File: src/rtl/vga_timing_pkg.sv
// Shared timing constants, count type and vertical-phase encoding for the VGA timing block.
// Latency: n/a (declarations only).
// Backpressure: n/a.
package vga_timing_pkg;

    // 10 bits covers both 0..799 columns and 0..524 lines.
    typedef logic [9:0] count_t;

    localparam count_t CNT_ONE = 10'd1;

    // Default system clocks per pixel tick.
    localparam int unsigned VGA_DIV = 2;

    // 640x480 @ 60 Hz segment lengths.
    localparam int unsigned VGA_H_ACTIVE = 640;
    localparam int unsigned VGA_H_FRONT  = 16;
    localparam int unsigned VGA_H_SYNC   = 96;
    localparam int unsigned VGA_H_BACK   = 48;
    localparam int unsigned VGA_V_ACTIVE = 480;
    localparam int unsigned VGA_V_FRONT  = 10;
    localparam int unsigned VGA_V_SYNC   = 2;
    localparam int unsigned VGA_V_BACK   = 33;

    localparam int unsigned VGA_H_TOTAL = VGA_H_ACTIVE + VGA_H_FRONT + VGA_H_SYNC + VGA_H_BACK;
    localparam int unsigned VGA_V_TOTAL = VGA_V_ACTIVE + VGA_V_FRONT + VGA_V_SYNC + VGA_V_BACK;

    // Sync pulse spans [start, end): 656..751 and 490..491 at the defaults.
    localparam int unsigned VGA_H_SYNC_START = VGA_H_ACTIVE + VGA_H_FRONT;
    localparam int unsigned VGA_H_SYNC_END   = VGA_H_SYNC_START + VGA_H_SYNC;
    localparam int unsigned VGA_V_SYNC_START = VGA_V_ACTIVE + VGA_V_FRONT;
    localparam int unsigned VGA_V_SYNC_END   = VGA_V_SYNC_START + VGA_V_SYNC;

    typedef enum logic [1:0] {
        ACTIVE = 2'd0,
        FRONT  = 2'd1,
        SYNC   = 2'd2,
        BACK   = 2'd3
    } vphase_t;

    // Half-open range test used for the sync decodes.
    function automatic logic in_range(input count_t x, input count_t lo, input count_t hi_excl);
        return (x >= lo) && (x < hi_excl);
    endfunction

endpackage

File: src/rtl/pixel_tick_gen.sv
// Divides the system clock down to a one-clock pixel_tick pulse every DIV clocks.
// Latency: first tick DIV clocks after reset release, then one tick every DIV clocks.
// Backpressure: none; free-running.
// Ports: i_clock (system clock), i_reset_n (async active-low reset),
//        o_pixel_tick (registered one-clock pulse).
module pixel_tick_gen #(
    parameter int unsigned DIV = 2
) (
    input  logic i_clock,
    input  logic i_reset_n,
    output logic o_pixel_tick
);

    // DIV = 1 still needs a one-bit counter so the vector is never zero width.
    localparam int unsigned CW = (DIV > 1) ? $clog2(DIV) : 1;
    localparam logic [CW-1:0] LAST = CW'(DIV - 1);

    logic [CW-1:0] r_div_cnt;
    logic          r_tick;

    // The tick is registered off the counter's last state so it is a clean
    // flop output and lands exactly DIV clocks after reset release.
    always_ff @(posedge i_clock or negedge i_reset_n) begin
        if (!i_reset_n) begin
            r_div_cnt <= '0;
            r_tick    <= 1'b0;
        end else begin
            r_tick    <= (r_div_cnt == LAST);
            r_div_cnt <= (r_div_cnt == LAST) ? '0 : r_div_cnt + CW'(1);
        end
    end

    assign o_pixel_tick = r_tick;

endmodule

File: src/rtl/vga_timing_controller.sv
// VGA raster timing (h/v counters, syncs, active window) plus a vblank update req/ack handshake.
// Latency: counters and decoded outputs update 1 clock after pixel_tick; req drops 1 clock after ack.
// Backpressure: none on the raster; an unacknowledged request is dropped at vblank end and counted as overrun.
// Ports: clock, reset_n (async active-low); pixel_tick, h_count, v_count, hsync, vsync,
//        display_active, frame_start (raster outputs); update_req/update_ack (handshake);
//        overrun (pulse), overrun_count (saturating 8-bit).
module vga_timing_controller
    import vga_timing_pkg::*;
#(
    parameter int unsigned DIV      = VGA_DIV,
    parameter int unsigned H_ACTIVE = VGA_H_ACTIVE,
    parameter int unsigned H_FRONT  = VGA_H_FRONT,
    parameter int unsigned H_SYNC   = VGA_H_SYNC,
    parameter int unsigned H_BACK   = VGA_H_BACK,
    parameter int unsigned V_ACTIVE = VGA_V_ACTIVE,
    parameter int unsigned V_FRONT  = VGA_V_FRONT,
    parameter int unsigned V_SYNC   = VGA_V_SYNC,
    parameter int unsigned V_BACK   = VGA_V_BACK
) (
    input  logic       clock,
    input  logic       reset_n,
    output logic       pixel_tick,
    output count_t     h_count,
    output count_t     v_count,
    output logic       hsync,
    output logic       vsync,
    output logic       display_active,
    output logic       frame_start,
    output logic       update_req,
    input  logic       update_ack,
    output logic       overrun,
    output logic [7:0] overrun_count
);

    localparam count_t H_ACT  = count_t'(H_ACTIVE);
    localparam count_t H_SS   = count_t'(H_ACTIVE + H_FRONT);
    localparam count_t H_SE   = count_t'(H_ACTIVE + H_FRONT + H_SYNC);
    localparam count_t H_LAST = count_t'(H_ACTIVE + H_FRONT + H_SYNC + H_BACK - 1);
    localparam count_t V_ACT  = count_t'(V_ACTIVE);
    localparam count_t V_SS   = count_t'(V_ACTIVE + V_FRONT);
    localparam count_t V_SE   = count_t'(V_ACTIVE + V_FRONT + V_SYNC);
    localparam count_t V_LAST = count_t'(V_ACTIVE + V_FRONT + V_SYNC + V_BACK - 1);

    logic       w_pixel_tick;
    logic       w_h_wrap;
    count_t     w_h_next;
    count_t     w_v_next;

    count_t     r_h_count;
    count_t     r_v_count;
    logic       r_hsync;
    logic       r_vsync;
    logic       r_display_active;
    logic       r_frame_start;

    vphase_t    r_phase;
    vphase_t    w_phase_next;
    logic       w_enter_front;
    logic       w_enter_active;

    logic       r_update_req;
    logic       r_overrun;
    logic [7:0] r_overrun_count;
    logic       w_req_next;
    logic       w_ovr_next;
    logic [7:0] w_cnt_next;

    pixel_tick_gen #(
        .DIV (DIV)
    ) u_tick (
        .i_clock      (clock),
        .i_reset_n    (reset_n),
        .o_pixel_tick (w_pixel_tick)
    );

    // Next-count values; only committed on a pixel tick.
    assign w_h_wrap = (r_h_count == H_LAST);
    assign w_h_next = w_h_wrap ? '0 : r_h_count + CNT_ONE;
    assign w_v_next = !w_h_wrap ? r_v_count :
                      ((r_v_count == V_LAST) ? '0 : r_v_count + CNT_ONE);

    // Raster counters and decodes. Decoding from the next-count values keeps
    // every registered output aligned with the counts shown in the same clock.
    always_ff @(posedge clock or negedge reset_n) begin
        if (!reset_n) begin
            r_h_count        <= '0;
            r_v_count        <= '0;
            r_hsync          <= 1'b1;
            r_vsync          <= 1'b1;
            r_display_active <= 1'b0;
            r_frame_start    <= 1'b0;
        end else if (w_pixel_tick) begin
            r_h_count        <= w_h_next;
            r_v_count        <= w_v_next;
            r_hsync          <= !in_range(w_h_next, H_SS, H_SE);
            r_vsync          <= !in_range(w_v_next, V_SS, V_SE);
            r_display_active <= (w_h_next < H_ACT) && (w_v_next < V_ACT);
            r_frame_start    <= (w_h_next == '0) && (w_v_next == '0);
        end else begin
            r_frame_start    <= 1'b0;
        end
    end

    // Vertical phase register.
    always_ff @(posedge clock or negedge reset_n) begin
        if (!reset_n) begin
            r_phase <= ACTIVE;
        end else begin
            r_phase <= w_phase_next;
        end
    end

    // Phase transitions happen only on the tick where a line wraps into the
    // first line of the next segment.
    always_comb begin
        w_phase_next   = r_phase;
        w_enter_front  = 1'b0;
        w_enter_active = 1'b0;
        if (w_pixel_tick && w_h_wrap) begin
            unique case (r_phase)
                ACTIVE: if (w_v_next == V_ACT) begin
                    w_phase_next  = FRONT;
                    w_enter_front = 1'b1;
                end
                FRONT:  if (w_v_next == V_SS) w_phase_next = SYNC;
                SYNC:   if (w_v_next == V_SE) w_phase_next = BACK;
                BACK:   if (w_v_next == '0) begin
                    w_phase_next   = ACTIVE;
                    w_enter_active = 1'b1;
                end
                default: w_phase_next = ACTIVE;
            endcase
        end
    end

    // Handshake: an ack seen while the request is up always wins, including
    // in the clock where the window closes, so no overrun is raised then.
    always_comb begin
        w_req_next = r_update_req;
        w_ovr_next = 1'b0;
        w_cnt_next = r_overrun_count;
        if (r_update_req && update_ack) begin
            w_req_next = 1'b0;
        end else if (r_update_req && w_enter_active) begin
            w_req_next = 1'b0;
            w_ovr_next = 1'b1;
            if (r_overrun_count != 8'hFF) begin
                w_cnt_next = r_overrun_count + 8'd1;
            end
        end else if (w_enter_front) begin
            w_req_next = 1'b1;
        end
    end

    always_ff @(posedge clock or negedge reset_n) begin
        if (!reset_n) begin
            r_update_req    <= 1'b0;
            r_overrun       <= 1'b0;
            r_overrun_count <= 8'd0;
        end else begin
            r_update_req    <= w_req_next;
            r_overrun       <= w_ovr_next;
            r_overrun_count <= w_cnt_next;
        end
    end

    assign pixel_tick     = w_pixel_tick;
    assign h_count        = r_h_count;
    assign v_count        = r_v_count;
    assign hsync          = r_hsync;
    assign vsync          = r_vsync;
    assign display_active = r_display_active;
    assign frame_start    = r_frame_start;
    assign update_req     = r_update_req;
    assign overrun        = r_overrun;
    assign overrun_count  = r_overrun_count;

endmodule

File: config.mk
export PLATFORM = sky130hd
export DESIGN_NAME = vga_timing_controller
export DESIGN_NICKNAME = d
export VERILOG_FILES = /design/src/rtl/vga_timing_pkg.sv /design/src/rtl/pixel_tick_gen.sv /design/src/rtl/vga_timing_controller.sv
export SDC_FILE = /design/constraint.sdc
export NUM_CORES = 1
export LEC_CHECK = 0
export CAP_MARGIN = 20
export CORE_ASPECT_RATIO = 0.9
export CORE_MARGIN = 3
export CORE_UTILIZATION = 40
export CTS_CLUSTER_SIZE = 10
export DETAILED_ROUTE_END_ITERATION = 8
export SLEW_MARGIN = 5
export SYNTH_ARGS = -nofsm -noshare
export SYNTH_HDL_FRONTEND = slang
export SYNTH_SLANG_ARGS = --single-unit
File: constraint.sdc
create_clock -name clock -period 5.7 [get_ports clock]
set_input_delay 1.14 -clock clock [delete_from_list [all_inputs] [get_ports clock]]
set_output_delay 1.14 -clock clock [all_outputs]
set_load 0.02 [all_outputs]
==> results of run 1 <==
-- Yosys cell counts (all sizes together), types with 2 or more instances --
cell / instances / area share
ha: 9 / 0.046
buf: 9 / 0.025
nor4: 5 / 0.015
nor2b: 3 / 0.0076
a211oi: 4 / 0.014
inv: 10 / 0.015
nor3: 7 / 0.014
o21a: 2 / 0.0061
xor2: 6 / 0.021
xnor2: 16 / 0.057
or4: 3 / 0.014
and4: 3 / 0.012
nor3b: 2 / 0.0081
a21o: 3 / 0.0091
nand3: 13 / 0.028
nand2b: 6 / 0.015
nor2: 20 / 0.030
and2: 4 / 0.010
nand4: 9 / 0.023
o31ai: 5 / 0.015
mux2i: 2 / 0.0081
o21ai: 16 / 0.032
clkbuf: 10 / 0.015
dfstp: 2 / 0.021
a31oi: 5 / 0.013
dfrtp: 36 / 0.37
mux2: 4 / 0.018
nand2: 23 / 0.036
a21oi: 9 / 0.020
and3: 11 / 0.028
o211ai: 2 / 0.0061
-- through the flow --
| stage | total power [mW] | utilization | instances |
|---|---|---|---|
| floorplan | 0.275 | - | 272 |
| global placement | 0.281 | 0.486 | 361 |
| detailed placement | 0.281 | 0.486 | 361 |
| CTS | 0.565 | 0.509 | 369 |
| global route | 0.576 | 0.509 | 369 |
| finish | 0.555 | 0.509 | 369 |
-- worst max-delay path, delay by kind of cell, from the launching register on --
| family | cells | cell delay (ns) |
|---|---|---|
| mux | 1 | 0.34 |
| fa+ha+maj | 1 | 0.26 |
| compound gates | 4 | 1.10 |
| flops | 1 | 0.44 |
| simple gates | 3 | 1.29 |
-- sequential cells by signal, indices dropped and copies added, names as in the netlist, 2 cells and up --
register       count
h_count           10
overrun_count      8
v_count           10
r_phase            2
-- metal layers --
layer	up-vias	part of all wire
met5	-	0
met4	0	0.0051
met3	4	0.045
met2	39	0.45
met1	968	0.50
li1	1026	-
-- cell usage in the layout, fill, tap and decap left out, types with 4 or more instances in the layout --
master	instances
inv_1	10
nand2b_1	6
and3_1	11
xor2_1	6
dfrtp_1	36
nand4_1	9
o31ai_1	5
ha_1	9
clkdlybuf4s50_1	36
clkbuf_8	5
nand2_1	22
nor3_1	7
nor4_1	4
a21oi_1	8
nand3_1	12
and2_1	4
xnor2_1	16
nor2_1	20
o21ai_0	15
a31oi_1	5
-- power by group through the flow --
stage	Clock, mW	Sequential, mW	Combinational [mW]
after global placement	0	0.275	0.00671
after global routing	0.300	0.269	0.00738
after CTS	0.289	0.269	0.00665
final	0.280	0.269	0.00599
after detailed placement	0	0.275	0.00671
after floorplan	0	0.275	0.00000275
-- cells by family (layout without fill, tap and decap cells) --
family | after synthesis | count (layout) | synth area share
XOR/XNOR | 22 | 22 | 0.0781
multiplexers | 6 | 6 | 0.0264
adder cells (fa/ha/maj) | 9 | 9 | 0.0456
AO/OA/AOI/OAI | 56 | 56 | 0.150
AND/OR/NAND/NOR | 112 | 112 | 0.258
buffers and inverters | 29 | 56 | 0.0553
flip-flops | 38 | 38 | 0.386
-- layout make-up --
type,count,area (sq um),share of cell area
inverter,10,37.5,0.0127
clock inverter,3,68.8,0.0232
tap,70,87.6,0.0295
timing repair buffer,38,373,0.126
multi-input combinational,205,1380,0.464
clock buffer,5,68.8,0.0232
sequential,38,953,0.321
-- how the worst max path moves through the flow --
stage / end / slack, ns / cells after the start
after floorplan: r_phase[1] / 2.58 / 10
after global placement: r_phase[1] / 2.32 / 9
after detailed placement: r_phase[1] / 2.16 / 9
after CTS: r_phase[1] / 2.15 / 9
after global routing: r_phase[1] / 1.91 / 9
final: r_phase[1] / 2.17 / 9
==> qor.yml, run 1 <==
outcome: "completed"
hold_path_end: "u_tick.o_pixel_tick"
cts_root_buf: "clkbuf_8"
min_period_over_period: 0.620
wl_per_cell_um: 14.8
via_count: 2037
reg2reg_slack_ns: 2.17
worstSetupStartpointType: "flip-flop"
vdd_drop_max_v: 0.000117
power_frac_seq: 0.485
drt_wl_total_mm: 5.48
fin_skew_ns: 0.00749
worst_pin_slew_ns: 0.854
dieHeight_um: 80.5
drcViolationCount: 0
async_flop_share: 1.00
dp_hpwl_mm: 3.89
dr.pass1.iters: 4
maxSlewHeadroom: 0.431
cts.sinks: 38
synth_flop_cell: "dfrtp_1"
cp.arrival_ns: 3.72
placeableCoreArea_sq_um: 5820
setup.worst_path.start: "h_count[0]"
cp_cell_sequence: "ha_1, nor4b_4, nand4_1, o21ai_0, o211ai_1, or4_4, a221o_1, a211oi_2, mux2_1"
syn_nets: 284
hold_path_class: "reg -> reg"
rsz0062_at_grt: "no"
switching_share: 0.197
htree_levels: 2
combPwrFrac: 0.011
met2_usage: 0.253
path_max_fanout: 12
top_usage_layer: "met2"
cts_hold_buf: 0
timing.rr.start: "h_count[0]"
power_density_nw_per_um2: 187
min_from: "u_tick.r_div_cnt"
reg2reg_to: "r_phase[1]"
hold_violations: 0
place_ws_ns: 2.16
antenna_left: 0
synth.avg_cell_area_sq_um: 9.07
critPathRequiredTime_ns: 5.89
reg2reg_depth: 9
grt_max_degree: 39
fin_worst_hold_slack_ns: 0.379
tns_ns: 0
path_clk_slew_ns: 0.08
crit_type: "reg -> reg"
vias_per_cell: 5.52
gr-usage-met3: 0.0451
synth-edff-count: 0
place_area_sq_um: 2830
clkPwrFrac: 0.504
grt_pass1_vias: 1899
fillCellCount: 562
syn_area_sq_um: 2470
slowest_stage: "or4_4"
ys_warn_count: 0
io_buffer_count: 37
net-switching-power_mw: 0.109
boundaryPins: 38
grt.total_usage: 0.171
leakage_nw: 1.22
ctsResizeCount: 0
ys_seq_area_frac: 0.386
clk-insertion-delay-late_ns: 0.30
timing.final.ws_setup_ns: 2.17
max_freq_mhz: 283
cts_tree: "built"
end_kind: "flip-flop"
cpPeakStageDelay_ns: 0.59
die_w_um: 88.8
area_delta_synth_final_pct: 20.2
dieArea_sq_um: 7150
initial_utilization: 0.424
maxSlewViolCount: 0
grt_pass1_wl_mm: 9.44
ys_seq_elements: 38
numCtsBuffers: 5
fin_nets: 310
clk_path_buf_depth: 2
gr-usage-met1: 0.245
grt_antenna_before_repair: 0
grt_overflow: 0
diodes: 0
setup_viol: 0
max_cap_violations: 0
first_iter_violations: 118
post_cts_buffers: 0
intPower_mw: 0.446
place_congestion: 0.849
synthCells: 272
hold_depth: 0
finalInstanceArea_sq_um: 2970
synth.distinct_cells: 55
min_period_ns: 3.53
rows: 26
drive_above_1_share: 0.0836
Power figures use the tool's default switching activity.
==> run 2: changes to the inputs <==
==> constraint.sdc (replaced) <==
create_clock -name clock -period 3.2 [get_ports clock]
set_input_delay 0.64 -clock clock [delete_from_list [all_inputs] [get_ports clock]]
set_output_delay 0.64 -clock clock [all_outputs]
set_load 0.02 [all_outputs]
==> run 2 against run 1 <==
Non-clock buffer count grew 29. Power is 80% higher. Count of clock-buffer cells in the layout is the same. Maximum frequency increased by 17%. Cell area grew 7.6%. Flip-flop and latch count did not move. Core utilization rose by 3.9 points. Hold slack improved by 0.018 ns. Sequential power increased by 78%. Critical endpoint unchanged.
==> qor.yml, run 2 (same netlist as run 1, synthesis figures left out) <==
place_congestion: 0.825
fin_nets: 339
worst_pin_slew_ns: 0.866
dieArea_sq_um: 7150
grt_pass1_wl_mm: 10.1
cp.arrival_ns: 3.20
area_delta_synth_final_pct: 29.4
slowest_stage: "or4_4"
die_w_um: 88.8
diodes: 0
met2_usage: 0.288
initial_utilization: 0.424
worst-path-stages: 8
via_count: 2171
boundaryPins: 38
clk-insertion-delay-late_ns: 0.30
dr.pass1.iters: 4
cp_cell_sequence: "nor4_2, nand4_1, nand2_1, o211ai_1, or4_4, a221o_1, a211oi_2, mux2_1"
vias_per_cell: 5.45
grt_antenna_before_repair: 0
hold_path_class: "reg -> reg"
cts_root_buf: "clkbuf_8"
cts_tree: "built"
vdd_drop_max_v: 0.000238
cts.sinks: 38
layout.cells.most_common_list: "36 x clkdlybuf4s50_1, 34 x dfrtp_1, 30 x buf_4"
gr-usage-met3: 0.0318
rows: 26
io_buffer_count: 37
setup_viol: 0
drcViolationCount: 0
maxSlewHeadroom: 0.423
placeableCoreArea_sq_um: 5820
max_freq_mhz: 331
path_max_fanout: 7
grt_pass1_vias: 2092
dieHeight_um: 80.5
grt_overflow: 0
cts_hold_buf: 0
outcome: "completed"
timing.final.ws_setup_ns: 0.183
final_common_cell: "clkdlybuf4s50_1"
htree_levels: 2
grt.total_usage: 0.180
numCtsBuffers: 5
finalInstanceArea_sq_um: 3190
cpPeakStageDelay_ns: 0.54
clk_path_buf_depth: 2
power.total_mw: 0.997
drt_wl_total_mm: 5.93
wl_per_cell_um: 14.9
first_iter_violations: 98
maxSlewViolCount: 0
fin_skew_ns: 0.00780
reg2reg_depth: 8
top_usage_layer: "met2"
crit_type: "reg -> reg"
grt_max_degree: 39
gr-usage-met1: 0.249
power_density_nw_per_um2: 312
hold_violations: 0
hold_depth: 0
worstSetupStartpointType: "flip-flop"
max_cap_violations: 0
place_ws_ns: 0.104
min_period_over_period: 0.943
drive_above_1_share: 0.177
critPathRequiredTime_ns: 3.38
min_period_ns: 3.02
leakage_nw: 1.36
antenna_left: 0
path_clk_slew_ns: 0.09
cp_top_family: "simple AND/OR/NAND/NOR gates"
end_kind: "flip-flop"
place_area_sq_um: 3040
dp_hpwl_mm: 4.34
critPathBufInv: 0
-- run 2: layer usage --
layer / up-vias / wire, um
met3: 7 / 199
met5: - / 0
met1: 1037 / 2910
met4: 0 / 60
met2: 38 / 2750
li1: 1089 / -
-- run 2: cell type report --
class | instances | area [sq um]
repair buffers | 67 | 591
flip-flops and latches | 38 | 956
clock inverters | 3 | 68.8
well taps | 70 | 87.6
clock buffers | 5 | 68.8
multi-input cells | 205 | 1380
inverters | 10 | 37.5
fillers | 530 | 2630
-- run 2: worst paths after layout --
path | end | slack (ns) | start
worst max register to register | r_phase[1] | 0.18 | v_count[6]
worst max-delay path | r_phase[1] | 0.18 | v_count[6]
max in group asynchronous | v_count[1] | 2.16 | reset_n
worst min register to register | u_tick.o_pixel_tick | 0.40 | u_tick.r_div_cnt
min in group asynchronous | v_count[5] | 0.45 | reset_n
worst min-delay path | u_tick.o_pixel_tick | 0.40 | u_tick.r_div_cnt
-- run 2: metrics by stage --
stage	setup TNS [ns]	utilization	hold slack, ns	instances
detailed placement	0	0.522	0.383	389
CTS	0	0.546	0.405	397
global placement	0	0.522	0.361	389
global route	-0.000725	0.548	0.421	398
floorplan	0	-	0.344	272
finish	0	0.548	0.397	398
-- run 2: power by group --
group                  switching, mW  internal (mW)  total [mW]
clock network                  0.194          0.313       0.506
logic                        0.00934        0.00149      0.0108
registers      0.0000000000000000546          0.480       0.480
total                          0.203          0.794       0.997
-- run 2: repair_timing --
action | CTS | global route
setup endpoints to repair | 0 | 1
setup buffers | 0 | 1
endpoints found under the hold margin | 0 | 0
resized for setup | 0 | 6
-- run 2: worst reg2reg max path, delay by kind of cell, from the launching register on --
kind            cells  cell delay (ns)
mux                 1             0.35
simple gates        4             1.35
flops               1             0.48
compound gates      3             0.72
